==> config.mk <==
export PLATFORM = sky130hd
export DESIGN_NAME = hazard_stall_controller
export DESIGN_NICKNAME = d
export VERILOG_FILES = /design/src/rtl/hazard_stall_controller_pkg.sv /design/src/rtl/hazard_stall_controller_sat_counter.sv /design/src/rtl/hazard_stall_controller.sv
export SDC_FILE = /design/constraint.sdc
export NUM_CORES = 1
export LEC_CHECK = 0
export ABC_CLOCK_PERIOD_IN_PS = 2300
export CAP_MARGIN = 20
export CORE_ASPECT_RATIO = 2
export CORE_UTILIZATION = 43
export DETAILED_ROUTE_END_ITERATION = 12
export GPL_TIMING_DRIVEN = 0
export PLACE_DENSITY = 0.88
export RECOVER_POWER = 50
export REMOVE_ABC_BUFFERS = 1
export SLEW_MARGIN = 5
export SYNTH_ARGS = -nofsm -noshare
export SYNTH_HDL_FRONTEND = slang
export SYNTH_SLANG_ARGS = --single-unit
==> constraint.sdc <==
create_clock -name clk -period 2.3 [get_ports clk]
set_input_delay 0.345 -clock clk [delete_from_list [all_inputs] [get_ports clk]]
set_output_delay 0.345 -clock clk [all_outputs]
set_load 0.01 [all_outputs]
==> src/rtl/hazard_stall_controller_pkg.sv <==
// Shared definitions for the pipeline hazard/stall sequencer: state encodings,
// default register-address width and the packed control-output bundle.
package pipe_ctrl_defs;

    localparam int REG_AW = 5;

    typedef enum logic [1:0] {
        ST_RUN = 2'd0,
        ST_LU  = 2'd1,
        ST_MW  = 2'd2
    } state_e;

    typedef struct packed {
        logic pc_write;
        logic if_id_write;
        logic if_id_flush;
        logic id_ex_write;
        logic id_ex_flush;
        logic ex_mem_write;
        logic mem_wb_flush;
    } ctrl_t;

    // Field order matches ctrl_t: pcw, ifw, iff, idw, idf, exw, mwf.
    localparam ctrl_t CTRL_DEF = ctrl_t'(7'b1101010);
    localparam ctrl_t CTRL_RST = ctrl_t'(7'b0010101);
    localparam ctrl_t CTRL_FRZ = ctrl_t'(7'b0000001);
    localparam ctrl_t CTRL_LU  = ctrl_t'(7'b0001110);
    localparam ctrl_t CTRL_BR  = ctrl_t'(7'b1111110);

endpackage

==> src/rtl/hazard_stall_controller_sat_counter.sv <==
// Saturating up-counter with synchronous active-low clear; holds at all-ones.
module sat_counter #(
    parameter int W = 16
) (
    input  logic         clk,
    input  logic         rst_n,
    input  logic         inc_i,
    output logic [W-1:0] cnt_o
);

    logic [W-1:0] cnt_q;
    logic [W-1:0] cnt_d;

    always_comb begin
        cnt_d = cnt_q;
        if (inc_i && (cnt_q != {W{1'b1}})) begin
            cnt_d = cnt_q + W'(1);
        end
    end

    always_ff @(posedge clk) begin
        if (!rst_n) begin
            cnt_q <= '0;
        end else begin
            cnt_q <= cnt_d;
        end
    end

    assign cnt_o = cnt_q;

endmodule

==> src/rtl/hazard_stall_controller.sv <==
// Pipeline sequencer: load-use bubbles, taken-branch flushes and data-memory
// wait freezes with timeout, plus saturating stall/flush statistics.
module hazard_stall_controller #(
    parameter int REG_AW  = pipe_ctrl_defs::REG_AW,
    parameter int CNT_W   = 16,
    parameter int MEM_TMO = 64
) (
    input  logic              clk,
    input  logic              rst_n,
    input  logic [REG_AW-1:0] if_id_rs,
    input  logic [REG_AW-1:0] if_id_rt,
    input  logic              id_uses_rt,
    input  logic              id_ex_memread,
    input  logic [REG_AW-1:0] id_ex_rt,
    input  logic              ex_br_taken,
    input  logic              mem_req,
    input  logic              mem_ready,
    input  logic              err_clr,
    output logic              pc_write,
    output logic              if_id_write,
    output logic              if_id_flush,
    output logic              id_ex_write,
    output logic              id_ex_flush,
    output logic              ex_mem_write,
    output logic              mem_wb_flush,
    output logic [CNT_W-1:0]  stall_cnt,
    output logic [CNT_W-1:0]  flush_cnt,
    output logic              mem_tmo_err,
    output logic [1:0]        dbg_state
);
    import pipe_ctrl_defs::*;

    localparam int TMR_W = $clog2(MEM_TMO + 1);

    state_e           state_q, state_d;
    logic [TMR_W-1:0] tmr_q, tmr_d;
    logic             err_q, err_d;
    logic             mem_stall, lu_hazard, tmo_hit;
    ctrl_t            ctrl;

    assign mem_stall = mem_req & ~mem_ready;
    // Register 0 is s0 in this core, so no zero-register exclusion.
    assign lu_hazard = id_ex_memread &
                       ((if_id_rs == id_ex_rt) | (id_uses_rt & (if_id_rt == id_ex_rt)));
    assign tmo_hit   = (state_q == ST_MW) && !mem_ready && (tmr_q == TMR_W'(MEM_TMO));

    always_ff @(posedge clk) begin
        if (!rst_n) begin
            state_q <= ST_RUN;
            tmr_q   <= '0;
            err_q   <= 1'b0;
        end else begin
            state_q <= state_d;
            tmr_q   <= tmr_d;
            err_q   <= err_d;
        end
    end

    always_comb begin
        state_d = state_q;
        tmr_d   = tmr_q;
        err_d   = tmo_hit ? 1'b1 : (err_clr ? 1'b0 : err_q);
        case (state_q)
            ST_MW: begin
                if (mem_ready || tmo_hit) state_d = ST_RUN;
                else                      tmr_d   = tmr_q + TMR_W'(1);
            end
            ST_LU: begin
                if (mem_stall) begin
                    state_d = ST_MW;
                    tmr_d   = TMR_W'(1);
                end else begin
                    state_d = ST_RUN;
                end
            end
            default: begin
                if (mem_stall) begin
                    state_d = ST_MW;
                    tmr_d   = TMR_W'(1);
                end else if (!ex_br_taken && lu_hazard) begin
                    state_d = ST_LU;
                end else begin
                    state_d = ST_RUN;
                end
            end
        endcase
    end

    always_comb begin
        ctrl = CTRL_DEF;
        if (!rst_n) begin
            ctrl = CTRL_RST;
        end else begin
            case (state_q)
                ST_MW: if (!mem_ready && !tmo_hit) ctrl = CTRL_FRZ;
                ST_LU: if (mem_stall) ctrl = CTRL_FRZ;
                default: begin
                    if (mem_stall)        ctrl = CTRL_FRZ;
                    else if (ex_br_taken) ctrl = CTRL_BR;
                    else if (lu_hazard)   ctrl = CTRL_LU;
                end
            endcase
        end
    end

    assign pc_write     = ctrl.pc_write;
    assign if_id_write  = ctrl.if_id_write;
    assign if_id_flush  = ctrl.if_id_flush;
    assign id_ex_write  = ctrl.id_ex_write;
    assign id_ex_flush  = ctrl.id_ex_flush;
    assign ex_mem_write = ctrl.ex_mem_write;
    assign mem_wb_flush = ctrl.mem_wb_flush;
    assign mem_tmo_err  = err_q;
    assign dbg_state    = state_q;

    // A freeze always drops pc_write, so the freeze term is implied by !pc_write.
    sat_counter #(.W(CNT_W)) u_stall_cnt (
        .clk   (clk),
        .rst_n (rst_n),
        .inc_i (rst_n & ~ctrl.pc_write),
        .cnt_o (stall_cnt)
    );

    sat_counter #(.W(CNT_W)) u_flush_cnt (
        .clk   (clk),
        .rst_n (rst_n),
        .inc_i (rst_n & ctrl.if_id_flush),
        .cnt_o (flush_cnt)
    );

endmodule

# Yosys cells after proc, flatten, opt, wreduce, memory -nomap -nowiden

Index checks and enable logic that the tools add are counted.

Bits in latches: 0
Output and inout port bits: 42
Memories: 0
Bits in read-only memories: 0
Flip-flop bits (word level): 42
Logic and storage cells: 55
Memory bits (writable): 0

Shift-type cells: 0
Reduce and logical (&&, ||, !) cells: 13
Divide/modulo/power cells: 0
Multipliers: 0
Equality and inequality tests: 9
$add $sub $neg: 3
$lt $le $gt $ge: 0
Muxes and demuxes: 17
Bitwise operators: 8

Operators with widths:

| operator                | number |
|---|---|
| $mux W7                 | 9 |
| $add A16 B1 Y16 const B | 2 |
| $ne A16 B16 Y1 const B  | 2 |
| $pmux W7 S2             | 1 |
| $eq A5 B5 Y1            | 2 |
| $add A7 B1 Y7 const B   | 1 |
| $eq A7 B7 Y1 const B    | 1 |
| $logic_and A1 B1 Y1     | 6 |
| $mux W2                 | 3 |
| $and A1 B1 Y1           | 5 |
| $pmux W2 S2             | 1 |
| $reduce_bool A2 Y1      | 2 |
| $logic_not A1 Y1        | 3 |
| $mux W1                 | 3 |
| $eq A2 B1 Y1 const B    | 1 |
| $eq A2 B2 Y1 const B    | 1 |
| $ne A2 B1 Y1 const B    | 1 |
| $ne A2 B2 Y1 const B    | 1 |
| $not A1 Y1              | 2 |
| $reduce_and A2 Y1       | 1 |
| $logic_or A1 B1 Y1      | 1 |
| $or A1 B1 Y1            | 1 |

# Logic depth before layout (Yosys ltp)

Word-level depth: 12
Mapped depth: 9
Mapped depth without buffers: 8

# Cells and area by module

Synthesis repeated with hierarchy kept, for this count alone.

Cells, all modules: 295
Area, all modules: 2526.2 um^2

By module, submodules not included:

| module                  | instances | area each (um^2) | cells each |
|---|---|---|---|
| sat_counter             | 2         | 837.1            | 97 |
| hazard_stall_controller | 1         | 852.1            | 101 |

# Worst setup path after synthesis

OpenSTA, ideal clock, no wires.

Path kind: reg-to-output
From: register state_q[0] (netlist: dbg_state[0])
To: output port pc_write
Arrival time: 1976 ps
Slack: -21 ps
Path buffers: 3
Cell stages (with the launch flop): 9
Data required time: 1955 ps
Cell sequence: dfxtp_1 > inv_1 > ha_1 > clkbuf_1 > o311a_4 > a21oi_4 > buf_6 > and2_1 > buf_4

Cells in the longest elaborated chain, start to end: 8

Ends and longest elaborated chain:

| element                           | RTL line                                                     | text |
|---|---|---|
| start: declaration                | hazard_stall_controller.sv:35                                | `state_e state_q, state_d;` |
| start signal: assignment          | hazard_stall_controller.sv:53                                | `state_q <= state_d;` |
| $eq A2 B2 Y1                      | hazard_stall_controller.sv:45, hazard_stall_controller.sv:94 |  |
| $logic_and A1 B1 Y1 (2 in series) | hazard_stall_controller.sv:45                                | `assign tmo_hit = (state_q == ST_MW) && !mem_ready && (tmr_q == TMR_W'(MEM_TMO));` |
| $logic_not A1 Y1                  | hazard_stall_controller.sv:95                                | `ST_MW: if (!mem_ready && !tmo_hit) ctrl = CTRL_FRZ;` |
| $logic_and A1 B1 Y1               | hazard_stall_controller.sv:95                                |  |
| $mux W7                           | hazard_stall_controller.sv:95                                |  |
| $pmux W7 S2 *                     | hazard_stall_controller.sv:94                                | `case (state_q)` |
| $mux W7 *                         | hazard_stall_controller.sv:91                                | `if (!rst_n) begin` |
| end: declaration                  | hazard_stall_controller.sv:19                                | `output logic pc_write,` |

Every way passes the cells marked *; elsewhere a longest branch is shown, timed or not.

# Worst setup path after layout

From: register tmr_q[5]
To: output port pc_write

Cells in the longest elaborated chain, start to end: 7

Ends and longest elaborated chain:

| element                  | RTL line                      | text |
|---|---|---|
| start: declaration       | hazard_stall_controller.sv:36 | `logic [TMR_W-1:0] tmr_q, tmr_d;` |
| start signal: assignment | hazard_stall_controller.sv:54 | `tmr_q <= tmr_d;` |
| $eq A7 B7 Y1             | hazard_stall_controller.sv:45 |  |
| $logic_and A1 B1 Y1      | hazard_stall_controller.sv:45 |  |
| $logic_not A1 Y1         | hazard_stall_controller.sv:95 |  |
| $logic_and A1 B1 Y1      | hazard_stall_controller.sv:95 |  |
| $mux W7                  | hazard_stall_controller.sv:95 |  |
| $pmux W7 S2              | hazard_stall_controller.sv:94 |  |
| $mux W7                  | hazard_stall_controller.sv:91 |  |

Every way passes these cells.

==> impl_metrics.csv <==
group,metric,value,unit
route,wl_per_cell,15.2,microns
worst_hold_path,min_path_type,"reg2reg",
placement,gp_congestion,0.831,
synth,synth_top_area_share,35.8,%
sta,whs,0.482,ns
finish,fillers,435,
sta,layout_setup_ws,-0.0268,ns
worst_setup_path,rrSetupSlack,0.01,ns
worst_setup_path,r2r-start,"dbg_state[0]$_SDFFE_PN0N_",
worst_setup_path,worstSetupStartpointType,"flop",
global_routing,grt_usage,23.7,%
sta,fin_skew,0.0110,ns
worst_setup_path,crit_top_cell,"buf_6",
die,core,0.00518,sq mm
worst_setup_path,crit_slowest_cell,"dfxtp_4",
sta,tightestPinTransition,0.633,ns
sta,hold_viol,0,
worst_hold_path,hold_start,"dbg_state[0]$_SDFFE_PN0N_",
die,die_x,54.3,microns
route,vias,2312,
placement,dp_hpwl,4.19,mm
pwr,irDropWorstVdd,465,uV
finish,fin_util,62.6,%
pwr,powerDensity,475,mW/mm^2
global_routing,grt_max_degree,28,
worst_setup_path,cp.required,1.96,ns
die,die_h,107,microns
status,status,"finished, violations left",
worst_setup_path,endpoint_kind,"output pin",
finish,final_nets,380,
global_routing,busiest_layer,"met2",
worst_setup_path,critical_path_buf_inv_count,2,
sta,clock.fmax,430,MHz
die,dieArea,0.00579,sq mm
finish,syn_to_final_growth,38.0,%
sta,post-route-period-util,101,%
pwr,leakagePower,1.15,nW
synth,yosys.area.top_type,"dfxtp_1",
route,drtPass1Iterations,4,
clock_tree,clk_root_buffer_cell,"clkbuf_8",
placement,portBuffers,64,
global_routing,grt_use_met2,43.5,%
synth,synth_seq_cells,42,
die,ioPinCount,65,
synth,synth_cells,282,
worst_hold_path,min_path_cells,2,
worst_setup_path,reg2reg_depth,8,
worst_hold_path,min_to,"dbg_state[0]$_SDFFE_PN0N_",
route,drc,0,
route,wirelength,6.25,mm
synth,ys.flop_type,"dfxtp_1",
synth,synth_cell_type_count,47,
synth,ys_async_sr_fraction,0,%
synth,synth-seq-area-share,35.8,%
synth,synthTopCellsByCount,"dfxtp_1, nor2_1, nand2_1",
worst_setup_path,critical_path.max_stage_delay,0.36,ns
global_routing,grt.overflow.total,0,
global_routing,met3_usage,4.96,%
sta,fin_crit,2.33,ns
clock_tree,clockBufferDepth,2,
status,violations,"negative setup slack",
sta,setup_viol_count_final,3,
sta,rsz0062_at_grt,"yes",
route,drt_iter0_markers,54,
clock_tree,clock_latency,0.30,ns
sta,finalMaxSlewViolations,0,
worst_setup_path,r2r_end,"u_stall_cnt.cnt_o[14]$_SDFFE_PN0P_",
clock_tree,cts.sinks,42,
synth,synth_area_leaders,"dfxtp_1, xnor2_1, nor2_1, nand2_1, mux2i_1",
global_routing,grt_pass1_wl,10.2,mm
synth,synth_most_common_cell,"dfxtp_1",
clock_tree,cts_tree,"built",
global_routing,grt_pass1_vias,2286,
flow_run,cap_violations,0,
finish,final_area,0.00324,sq mm
route,via_per_inst,5.64,
synth,ys.warnings.count,0,
finish,layout-drive-gt1-share,11.1,%
die,rows,37,
worst_setup_path,worst-setup-path-type,"reg2out",
clock_tree,clk_pin_slew,0.08,ns
placement,dpl_cell_area,0.00300,sq mm
global_routing,grt_util_met1,23.3,%
worst_setup_path,path_max_fanout,3,
finish,diodes,0,
sta,relSlewSlack,57.7,%
worst_setup_path,path_cells,"nor4_4 > nand3_2 > buf_6 > o311a_4 > a21oi_4 > and2_4 > buf_6",
placement,pre_cts_slack,-1.44,ns
route,ant_nets,0,
die,start_util,45.3,%
pwr,power,1.54,mW
clock_tree,cts_made_buffers,5,
synth,avgSynthCellArea,8.34,sq um
global_routing,antenna_found_initial,0,
synth,synth_edf_count,0,
worst_setup_path,critPathArrivalTime,1.98,ns
worst_setup_path,crit_family,"simple AND/OR/NAND/NOR gates",
synth,synth_area,0.00235,sq mm
clock_tree,h-tree-depth,2,
==> metal layers <==
metal / share of wire, % / wire length (microns)
met2: 57 / 3570
met4: 2.2 / 140
met3: 3.7 / 233
met5: 0 / 0
met1: 37 / 2300
==> what timing repair did <==
action,CTS,global route
gates cloned,1,0
hold buffers,0,0
setup endpoints to repair,43,11
setup buffers,8,1
pin swaps,4,3
gates resized for setup,35,10
==> worst max path at each step <==
stage | start | end | cells after the start
global placement | rst_n | ex_mem_write | 4
CTS | tmr_q[4]$_SDFFE_PN0P_ | ex_mem_write | 7
finish | tmr_q[5]$_SDFFE_PN0P_ | pc_write | 7
floorplan | dbg_state[0]$_SDFFE_PN0N_ | if_id_write | 5
global route | tmr_q[5]$_SDFFE_PN0P_ | pc_write | 7
detailed placement | rst_n | ex_mem_write | 4
==> placed cells by master (no fill, tap or decap), drive strengths merged, types with 2 or more instances in the layout <==
| cell type | n |
|---|---|
| and4 | 5 |
| clkdlybuf4s50 | 56 |
| nor4b | 2 |
| nor2 | 33 |
| clkdlybuf4s15 | 2 |
| inv | 6 |
| nor4 | 6 |
| nand2b | 10 |
| nor3b | 2 |
| clkbuf | 9 |
| dfxtp | 42 |
| nand3 | 19 |
| nand4 | 11 |
| mux2i | 11 |
| or4 | 4 |
| nor3 | 7 |
| buf | 10 |
| o21ai | 7 |
| nand2 | 30 |
| o31ai | 4 |
| or3 | 3 |
| o211a | 2 |
| and3 | 6 |
| ha | 6 |
| a211oi | 2 |
| xnor2 | 18 |
| xor2 | 6 |
| a21oi | 16 |
| o311a | 2 |
==> metrics by stage <==
step / TNS [ns] / cells
6_report: -0.0769 / 410
5_1_grt: -0.236 / 410
4_1_cts: -0.533 / 410
3_5_place_dp: -21.25 / 393
3_3_place_gp: -19.68 / 393
2_1_floorplan: 0 / 271
==> cells by family after synthesis <==
group	Yosys count	synth area share, %
compound gates	37	11.0
xor+xnor	24	8.94
fa+ha+maj	6	3.19
buf+inv	18	3.94
flops	42	35.8
mux	11	4.68
simple gates	144	32.5
==> state kept, by name (all words and copies together) (netlist names) <==
name	cells
mem_tmo_err	1
u_flush_cnt.cnt_o	16
dbg_state	2
tmr_q	7
u_stall_cnt.cnt_o	16
==> layout make-up <==
| type | count | area, sq um | share of cell area (%) |
|---|---|---|---|
| Clock buffer | 7 | 76.3 | 2.35 |
| Clock inverter | 1 | 30.0 | 0.926 |
| Inverter | 7 | 31.3 | 0.964 |
| Multi-Input combinational cell | 223 | 1480 | 45.6 |
| Sequential cell | 42 | 851 | 26.2 |
| Tap cell | 58 | 72.6 | 2.24 |
| Timing Repair Buffer | 72 | 703 | 21.7 |
==> where the power goes <==
part / internal, mW / total (mW) / leakage, nW / switching (mW)
sequential: 0.732 / 0.743 / 0.342 / 0.0110
clock: 0.325 / 0.582 / 0.0524 / 0.257
combinational: 0.108 / 0.218 / 0.760 / 0.110
total: 1.17 / 1.54 / 1.15 / 0.377
==> tightest hold or removal path, stage by stage (launching register included) <==
cell     delay (ns)
dfxtp_2        0.34
nand2_1        0.05
a21oi_1        0.05
(Power assumes the default switching activity.)
